## src/rtl/logic_mux2_seq_pkg.sv

```systemverilog
// rtl/logic_mux2_seq_pkg.sv - shared state type and default parameters for logic_mux2_sequencer
//
// Purpose: holds the sequencer state encoding and the default parameter
// values so the sequencer and anything that instantiates it agree on them.
// Ports: none (package).

package logic_mux2_seq_pkg;

  // Sequencer states, 3-bit encoding.
  typedef enum logic [2:0] {
    IDLE   = 3'd0,
    DRIVE  = 3'd1,
    SETTLE = 3'd2,
    SAMPLE = 3'd3,
    DONE   = 3'd4
  } seq_state_t;

  // Default parameter values.
  localparam int DEF_WIDTH      = 3;
  localparam int DEF_CNT_W      = 8;
  localparam int DEF_SIG_W      = 16;
  localparam int DEF_SETTLE_CYC = 1;

endpackage

```

## src/rtl/logic_mux2_sequencer.sv

```systemverilog
// rtl/logic_mux2_sequencer.sv - run sequencer driving rotating a/b/c vectors into the logic mux and sampling y
//
// Purpose: on an accepted start, drives num_iter rotating vectors
// (a=iter+1, b=iter, c=iter+2, all modulo 2^WIDTH) into the mux. After each
// vector it waits SETTLE_CYC cycles, then samples y_in into a ones count and
// a shift signature. A single-cycle done pulse ends the run.
//
// Ports:
//   clk       in   rising-edge clock
//   rst       in   synchronous active-high reset (aborts any run, no done)
//   start     in   run request, only looked at in IDLE
//   num_iter  in   vectors per run, latched when start is accepted
//   y_in      in   mux output y
//   a_out     out  mux input a
//   b_out     out  mux input b
//   c_out     out  mux input c
//   busy      out  high in DRIVE/SETTLE/SAMPLE
//   done      out  high for the single DONE cycle
//   ones_cnt  out  samples with y_in=1 in the last run
//   sig       out  shift signature of the last run (newest sample in bit 0)

module logic_mux2_sequencer
  import logic_mux2_seq_pkg::*;
#(
  parameter int WIDTH      = DEF_WIDTH,
  parameter int CNT_W      = DEF_CNT_W,
  parameter int SIG_W      = DEF_SIG_W,
  parameter int SETTLE_CYC = DEF_SETTLE_CYC
) (
  input  logic             clk,
  input  logic             rst,
  input  logic             start,
  input  logic [CNT_W-1:0] num_iter,
  input  logic             y_in,
  output logic [WIDTH-1:0] a_out,
  output logic [WIDTH-1:0] b_out,
  output logic [WIDTH-1:0] c_out,
  output logic             busy,
  output logic             done,
  output logic [CNT_W-1:0] ones_cnt,
  output logic [SIG_W-1:0] sig
);

  seq_state_t       r_state;
  seq_state_t       w_next;

  logic [CNT_W-1:0] r_iter;
  logic [CNT_W-1:0] r_n_lat;
  logic [3:0]       r_settle_cnt;

  logic [WIDTH-1:0] r_a;
  logic [WIDTH-1:0] r_b;
  logic [WIDTH-1:0] r_c;
  logic [CNT_W-1:0] r_ones;
  logic [SIG_W-1:0] r_sig;

  logic             w_last;
  logic             w_settle_done;
  logic [WIDTH-1:0] w_a;
  logic [WIDTH-1:0] w_b;
  logic [WIDTH-1:0] w_c;

  // The vector values wrap naturally because the sums are WIDTH bits wide.
  assign w_b = WIDTH'(r_iter);
  assign w_a = w_b + WIDTH'(1);
  assign w_c = w_b + WIDTH'(2);

  assign w_last = (r_iter == r_n_lat - CNT_W'(1));

  // SETTLE is only entered when SETTLE_CYC >= 1, so the wrapped compare
  // value for SETTLE_CYC=0 is never used.
  assign w_settle_done = (r_settle_cnt == 4'(SETTLE_CYC - 1));

  // State register.
  always_ff @(posedge clk) begin
    if (rst) begin
      r_state <= IDLE;
    end else begin
      r_state <= w_next;
    end
  end

  // Next-state logic.
  always_comb begin
    w_next = r_state;
    case (r_state)
      IDLE: begin
        if (start) begin
          w_next = (num_iter != '0) ? DRIVE : DONE;
        end
      end
      DRIVE: begin
        w_next = (SETTLE_CYC == 0) ? SAMPLE : SETTLE;
      end
      SETTLE: begin
        if (w_settle_done) begin
          w_next = SAMPLE;
        end
      end
      SAMPLE: begin
        w_next = w_last ? DONE : DRIVE;
      end
      DONE: begin
        w_next = IDLE;
      end
      default: begin
        w_next = IDLE;
      end
    endcase
  end

  // Datapath registers.
  always_ff @(posedge clk) begin
    if (rst) begin
      r_iter       <= '0;
      r_n_lat      <= '0;
      r_settle_cnt <= '0;
      r_a          <= '0;
      r_b          <= '0;
      r_c          <= '0;
      r_ones       <= '0;
      r_sig        <= '0;
    end else begin
      case (r_state)
        IDLE: begin
          if (start) begin
            // A zero-length run still clears the results so the DONE
            // pulse reports an empty run, but no vector is driven.
            r_ones <= '0;
            r_sig  <= '0;
            if (num_iter != '0) begin
              r_n_lat <= num_iter;
              r_iter  <= '0;
            end
          end
        end
        DRIVE: begin
          r_a          <= w_a;
          r_b          <= w_b;
          r_c          <= w_c;
          r_settle_cnt <= '0;
        end
        SETTLE: begin
          r_settle_cnt <= r_settle_cnt + 4'd1;
        end
        SAMPLE: begin
          r_sig <= {r_sig[SIG_W-2:0], y_in};
          if (y_in && (r_ones != '1)) begin
            r_ones <= r_ones + CNT_W'(1);
          end
          if (!w_last) begin
            r_iter <= r_iter + CNT_W'(1);
          end
        end
        default: begin
        end
      endcase
    end
  end

  assign a_out    = r_a;
  assign b_out    = r_b;
  assign c_out    = r_c;
  assign ones_cnt = r_ones;
  assign sig      = r_sig;
  assign busy     = (r_state == DRIVE) || (r_state == SETTLE) || (r_state == SAMPLE);
  assign done     = (r_state == DONE);

endmodule

```

## config.mk

```make
export PLATFORM = sky130hd
export DESIGN_NAME = logic_mux2_sequencer
export DESIGN_NICKNAME = d
export VERILOG_FILES = /design/src/rtl/logic_mux2_seq_pkg.sv /design/src/rtl/logic_mux2_sequencer.sv
export SDC_FILE = /design/constraint.sdc
export NUM_CORES = 1
export LEC_CHECK = 0
export CORE_MARGIN = 10
export CORE_UTILIZATION = 47
export CTS_CLUSTER_DIAMETER = 80
export CTS_CLUSTER_SIZE = 30
export DETAILED_ROUTE_END_ITERATION = 10
export GPL_TIMING_DRIVEN = 1
export HOLD_SLACK_MARGIN = 0.03
export PLACE_DENSITY = 0.73
export SLEW_MARGIN = 25
export SYNTH_ARGS = -nofsm -noshare
export SYNTH_HDL_FRONTEND = slang
export SYNTH_SLANG_ARGS = --single-unit
```

## constraint.sdc

```tcl
create_clock -name clk -period 2.2 [get_ports clk]
set_clock_uncertainty 0.05 [all_clocks]
set_input_delay 0.44 -clock clk [delete_from_list [all_inputs] [get_ports clk]]
set_output_delay 0.44 -clock clk [all_outputs]
set_load 0.02 [all_outputs]
```

==> results.md, run 1 <==
* Status: complete, no violations
* Clock latency on the worst-skew pair at 0.31 ns
* Sequential standard cell area at 0.00111 mm²
* Max-cap check violation count at 0
* Yosys synthesis warning count at 0
* CTS tree: built
* Reg2reg path depth at 10
* Placed instance count at 436
* # DRC at 0
* Total GRT Usage at 0.142
* Hpwl dp at 4.56 mm
* Area growth, synth to finish at 30.3%
* Worst hold endpoint: b_out[1]
* Syn_nets at 337
* Final core utilization at 0.644
* Layout Cells excl Fill at 445
* Worst Path Required at 2.40 ns
* Layout cells sized above 1 at 0.144
* Min-Delay Startpoint: b_out[1]
* CTS Buf Count at 5
* CP Max Fanout at 7
* P_leak at 1.24 nW
* First-pass GRT wire length at 10.4 mm
* IO Port Bufs at 46
* Final ANT Viol Nets at 0
* Critical path class: flop to flop
* Total wire length at 6.29 mm
* Initial Utilization at 0.494
* CTS sink count at 55
* CTS Root Cell: clkbuf_8
* Die Footprint at 0.00883 mm²
* Multi-input gate area at 0.00139 mm²
* Clock Path Buffers at 2
* Mean post-synth cell area at 8.06 µm²
* Slew @ Worst Pin at 0.703 ns
* Distinct cells, synth at 46
* Routed vias/inst at 5.45
* CP arrival at 2.37 ns
* CP startpoint kind: flop
* Hold Vio Cnt, Final at 0
* Total Nets Final at 392
* Largest net degree at the start of global routing at 24
* Placer congestion estimate at 0.807
* I/O pins at 47
* Initial antenna violation count at 0
* Die X at 94.0 µm
* Cells after Synth at 319
* Hold path cells at 2
* Async set or reset register ratio after synthesis at 0
* GRT overflow at 0
* Post-synth EDFFs at 0
* Synthesized flop and latch total at 55
* Fin crit share at 0.985
* Antenna Cells at 0
* Min-Delay Path Class: flop to flop
* Post-CTS Hold Buffers at 0
* Setup violators final at 0
* PD cells at 733 mW/mm²
* Main synth FF type: dfxtp_1
* Vias at 2424
* RR Startpoint: r_n_lat[0]
* Hold Slack at 0.413 ns
* Fill count at 446
* Rel. slew slack at 0.530
* Die Span Y at 94.0 µm
* RR Endpoint: r_iter[0]
* Sequential share of the synthesized area at 0.428
* RSZ-0062 raised after global routing: true
* Slew Limit Fails at 0
* H-tree depth at 2
* Slowest CP cell: or4_4
* Drt wl/cell at 14.1 µm
* Power Total at 2.46 mW
* Critical path capture point type: flop
* DR iter-0 viols at 102
* Worst path cell trace: inv_2 > ha_4 > xnor2_2 > nand3_1 > o31ai_1 > a221o_1 > and3_4 > buf_4 > or4_4 > o21ai_2
* Placeable Area at 0.00520 mm²
* R2r setup slk at 0.03 ns
* Synth Cell Area at 0.00257 mm²
* Critical path's largest stage delay at 0.41 ns
* Minimum clock period at 2.17 ns
* Clock Pin Slew Worst Setup and Hold Paths at 0.10 ns
* Peak Freq at 0.462 GHz
* Placement row count at 26
* TritonRoute pass-1 iters at 5
* Peak supply drop at 458 µV
* Vias in the first global route at 2245
## metrics by stage
| stage | setup slack (ns) | area, µm² | setup TNS (ns) |
|---|---|---|---|
| floorplan | -0.0507 | 2610 | -0.101 |
| global route | -0.0409 | 3350 | -0.125 |
| CTS | 0.0170 | 3320 | 0 |
| global placement | -0.0694 | 3220 | -1.02 |
| finish | 0.0335 | 3350 | 0 |
| detailed placement | -0.159 | 3220 | -2.09 |
## synthesized netlist by cell type (2+ instances only)
| cell type | number | area (µm²) |
|---|---|---|
| nand4_1 | 7 | 43.8 |
| buf_2 | 3 | 15.0 |
| nand2_1 | 47 | 176 |
| a311oi_1 | 2 | 17.5 |
| a31oi_1 | 3 | 18.8 |
| buf_6 | 2 | 22.5 |
| clkbuf_1 | 15 | 56.3 |
| inv_1 | 7 | 26.3 |
| or3_1 | 6 | 37.5 |
| nor2b_1 | 2 | 12.5 |
| a21oi_1 | 31 | 155 |
| nor2_1 | 45 | 169 |
| o21ai_0 | 11 | 55.1 |
| and2_1 | 3 | 18.8 |
| and3_1 | 2 | 12.5 |
| or4_1 | 2 | 15.0 |
| o31ai_1 | 2 | 15.0 |
| dfxtp_1 | 55 | 1100 |
| ha_1 | 6 | 75.1 |
| a22oi_1 | 16 | 120 |
| xor2_1 | 11 | 96.3 |
| nor3_1 | 2 | 10.0 |
| xnor2_1 | 7 | 61.3 |
| nand3_1 | 7 | 35.0 |
| o211ai_1 | 3 | 22.5 |
| nor4_1 | 2 | 12.5 |
## layout make-up
cell class / instances / area share
clock buffer: 5 / 0.0205
clock inverter: 3 / 0.00784
inverter: 7 / 0.00784
timing repair buffer: 71 / 0.193
multi-input combinational: 234 / 0.413
tap: 70 / 0.0261
sequential: 55 / 0.331
## placed cells by master, fill, tap and decap left out, types with 3 or more instances in the layout
cell type,count
xnor2_1,6
buf_4,25
clkbuf_8,5
o21ai_0,8
or3_1,6
a22oi_1,16
clkdlybuf4s50_1,46
ha_1,5
nor2_1,44
and2_1,4
o21ai_1,3
nand4_1,7
nand3_1,7
o211ai_1,3
dfxtp_2,3
xor2_1,11
nand2_1,47
dfxtp_1,51
inv_1,5
a21oi_1,29
a31oi_1,3
## repair_timing
item | 4_1_cts | 5_1_grt
gates resized for setup | 4 | 10
setup endpoints to repair | 5 | 9
pin swaps | 1 | 6
buffers inserted | 0 | 1
## sequential cells by signal, indices dropped and copies added, names as in the netlist
| signal | flops |
|---|---|
| a_out | 3 |
| b_out | 3 |
| c_out | 2 |
| ones_cnt | 8 |
| r_iter | 8 |
| r_n_lat | 8 |
| r_settle_cnt | 4 |
| r_state | 3 |
| sig | 16 |
## cell families (layout without fill, tap and decap cells)
logic type / Yosys count / in the layout / synth area share
AO/OA/AOI/OAI: 76 / 76 / 0.182
XOR/XNOR: 18 / 18 / 0.0613
adder cells (fa/ha/maj): 6 / 6 / 0.0292
buffers and inverters: 30 / 86 / 0.0530
flip-flops: 55 / 55 / 0.428
multiplexers: 2 / 2 / 0.00827
AND/OR/NAND/NOR: 132 / 132 / 0.237
## power breakdown
| part | leakage (nW) | switching [mW] | total, mW | internal, mW |
|---|---|---|---|---|
| logic | 0.741 | 0.419 | 0.743 | 0.324 |
| registers | 0.447 | 0.0647 | 1.12 | 1.05 |
| clock network | 0.0491 | 0.359 | 0.595 | 0.235 |
| total | 1.24 | 0.843 | 2.46 | 1.61 |
## worst max-delay path, delay by kind of cell (launching register included)
kind                       cells  cell delay [ns]
xor gates and xnor gates       1             0.13
adders and majority gates      1             0.18
DFF                            1             0.39
AOI/OAI and AO/OA              3             0.50
and+or+nand+nor                3             0.68
buffers and inverters          2             0.18
## worst max-delay path by stage
stage / start / endpoint / slack (ns) / depth (start not counted)
final: r_n_lat[0] / r_iter[0] / 0.03 / 10
after global routing: r_n_lat[0] / r_iter[0] / -0.04 / 10
after CTS: r_n_lat[1] / r_iter[0] / 0.02 / 10
after detailed placement: start / sig[14] / -0.16 / 6
after global placement: start / sig[13] / -0.07 / 6
after floorplan: r_n_lat[0] / r_iter[6] / -0.05 / 11
## layer usage
layer,track usage,share of wire
met1,0.174,0.44
met2,0.221,0.47
met3,0.0592,0.078
met4,0.0418,0.014
met5,0,0
Note: power is estimated with default switching activity, not from simulation.
==> run 2: changes to the inputs <==
--- a/config.mk
+++ b/config.mk
@@ -7,13 +7,12 @@
 export LEC_CHECK = 0
 export CORE_MARGIN = 10
 export CORE_UTILIZATION = 47
-export CTS_CLUSTER_DIAMETER = 80
 export CTS_CLUSTER_SIZE = 30
 export DETAILED_ROUTE_END_ITERATION = 10
 export GPL_TIMING_DRIVEN = 1
 export HOLD_SLACK_MARGIN = 0.03
 export PLACE_DENSITY = 0.73
-export SLEW_MARGIN = 25
+export SLEW_MARGIN = 20
 export SYNTH_ARGS = -nofsm -noshare
 export SYNTH_HDL_FRONTEND = slang
 export SYNTH_SLANG_ARGS = --single-unit
==> run 2 against run 1 <==
Clock power hardly changed. Power hardly changed. Cell count stayed put. Count of clock-buffer cells in the layout stayed put. Flip-flop and latch count stayed put. Core utilization is 0.14 points higher. Setup slack better by 0.0098 ns. Register-to-register slack hardly changed. Sequential power hardly changed. Via count hardly changed. Die area stayed put.
==> results.md, run 2 (synthesis gave the netlist of run 1 again) <==
* Sequential standard cell area at 0.00111 mm² (unchanged)
* Initial Utilization at 0.494 (unchanged)
* Rel. slew slack at 0.530 (unchanged)
* Worst Path Required at 2.36 ns (-0.04 ns)
* Total GRT Usage at 0.142 (unchanged)
* Slew Limit Fails at 0 (unchanged)
* Setup violators final at 0 (unchanged)
* Clock latency on the worst-skew pair at 0.31 ns (about the same)
* Total Nets Final at 392 (unchanged)
* P_leak at 1.24 nW (+0.19%)
* Routed vias/inst at 5.44 (about the same)
* Critical path capture point type: flop
* GRT overflow at 0 (unchanged)
* Initial antenna violation count at 0 (unchanged)
* Status: complete, no violations
* Layout cells sized above 1 at 0.144 (unchanged)
* Vias at 2422 (-0.083%)
* Die X at 94.0 µm (unchanged)
* Placer congestion estimate at 0.807 (unchanged)
* Die Span Y at 94.0 µm (unchanged)
* Most common cell after layout, fill and taps aside: dfxtp_1
* CP startpoint kind: flop
* CP arrival at 2.32 ns (-0.05 ns)
* Final ANT Viol Nets at 0 (unchanged)
* RSZ-0062 raised after global routing: true
* CTS Buf Count at 5 (unchanged)
* Critical path class: flop to flop
* Area growth, synth to finish at 30.6%
* First-pass GRT wire length at 10.4 mm (unchanged)
* Placeable Area at 0.00520 mm² (unchanged)
* # DRC at 0 (unchanged)
* Antenna Cells at 0 (unchanged)
* Fin crit share at 0.980 (-0.00448)
* Minimum clock period at 2.16 ns (-0.00984 ns)
* TritonRoute pass-1 iters at 5 (unchanged)
* Clock Pin Slew Worst Setup and Hold Paths at 0.11 ns (about the same)
* CTS Root Cell: clkbuf_8
* Most frequent cells in the layout: 51 x dfxtp_1, 47 x nand2_1, 46 x clkdlybuf4s50_1, 44 x nor2_1, 29 x a21oi_1
* Share of power burned in combinational logic at 0.302 (about the same)
* Power Total at 2.46 mW (about the same)
* Clock Path Buffers at 2 (unchanged)
* Hpwl dp at 4.56 mm (unchanged)
* CTS tree: built
* Peak supply drop at 458 µV (about the same)
* Flop pwr share at 0.456 (about the same)
* Power share of the clock group at 0.242 (about the same)
* Largest net degree at the start of global routing at 24 (unchanged)
* Multi-input gate area at 0.00139 mm² (+0.27%)
* Drt wl/cell at 14.2 µm (about the same)
* Hold Slack at 0.413 ns (unchanged)
* Placement row count at 26 (unchanged)
* PD cells at 731 mW/mm² (-0.22%)
* I/O pins at 47 (unchanged)
* DR iter-0 viols at 90 (-12%)
* CTS sink count at 55 (unchanged)
* Hold Vio Cnt, Final at 0 (unchanged)
* Internal power at 1.61 mW (about the same)
* Total wire length at 6.30 mm (about the same)
* Min-Delay Path Class: flop to flop
* Largest register FFs at 16 (unchanged)
* Sw power at 843 µW (about the same)
* Peak Freq at 0.464 GHz (+0.46%)
* Vias in the first global route at 2245 (unchanged)
* Max-cap check violation count at 0 (unchanged)
* CP Max Fanout at 7 (unchanged)
* Setup TNS at 0 ns (unchanged)
* IO Port Bufs at 46 (unchanged)
* Sw Share at 0.343 (about the same)
* Die Footprint at 0.00883 mm² (unchanged)
* Slew @ Worst Pin at 0.703 ns (-0.000000358 ns)
* H-tree depth at 2 (unchanged)
* Fill count at 443 (-0.67%)
==> run 2: changes by cell type in the layout (fill, tap and decap cells not counted) <==
cell / change
buf_6: +1
or3_4: +1
and2_1: -1
and2_0: +1
or3_2: -1
buf_4: -1
==> run 2: layout make-up <==
type / count / area share
Sequential cell: 55 / 0.330
Inverter: 7 / 0.00782
Multi-Input combinational cell: 234 / 0.414
Clock inverter: 3 / 0.00782
Timing Repair Buffer: 71 / 0.194
Clock buffer: 5 / 0.0205
Tap cell: 70 / 0.0261
==> run 2: metal layers <==
layer	track usage	vias to the layer above	wire length (µm)
met1	0.174	1148	2780
met2	0.221	51	2940
li1	-	1214	-
met4	0.0418	0	88
met5	0	-	0
met3	0.0592	9	491
==> run 2: what timing repair did <==
item | CTS | global route
resized for setup | 4 | 12
pin swaps | 1 | 6
hold buffers | 0 | 0
setup endpoints to repair | 5 | 23
buffers inserted | 0 | 1
endpoints found under the hold margin | 0 | 0
==> run 2: worst paths after layout <==
kind / slack (ns) / endpoint / depth (start not counted) / startpoint
max reg2reg: 0.04 / r_iter[6] / 10 / r_n_lat[0]
max: 0.04 / r_iter[6] / 10 / r_n_lat[0]
min: 0.41 / b_out[1] / 2 / b_out[1]
min reg2reg: 0.41 / b_out[1] / 2 / b_out[1]
==> run 2: power groups by stage <==
stage                     combinational [mW]  clock (mW)  sequential (mW)
after floorplan                        0.487           0             1.14
after detailed placement               0.722           0             1.14
final                                  0.743       0.595             1.12
after CTS                              0.733       0.608             1.12
after global placement                 0.710           0             1.14
after global routing                   0.826       0.643             1.13
==> run 2: worst max-delay path, stage by stage (launching register included) <==
cell     delay, ns
dfxtp_4       0.39
inv_2         0.05
ha_4          0.18
xnor2_2       0.13
nand3_1       0.08
o31ai_1       0.07
a221o_1       0.37
and3_4        0.19
buf_4         0.14
o31ai_1       0.32
a21oi_2       0.09
==> run 2: metrics by stage <==
step,utilization,setup slack [ns],std cells,cell area (µm²)
after global routing,0.645,-0.0436,445,3360
after CTS,0.638,0.0170,444,3320
final,0.645,0.0434,445,3360
after detailed placement,0.618,-0.159,436,3220
after global placement,0.618,-0.0694,436,3220
after floorplan,-,-0.0507,319,2610
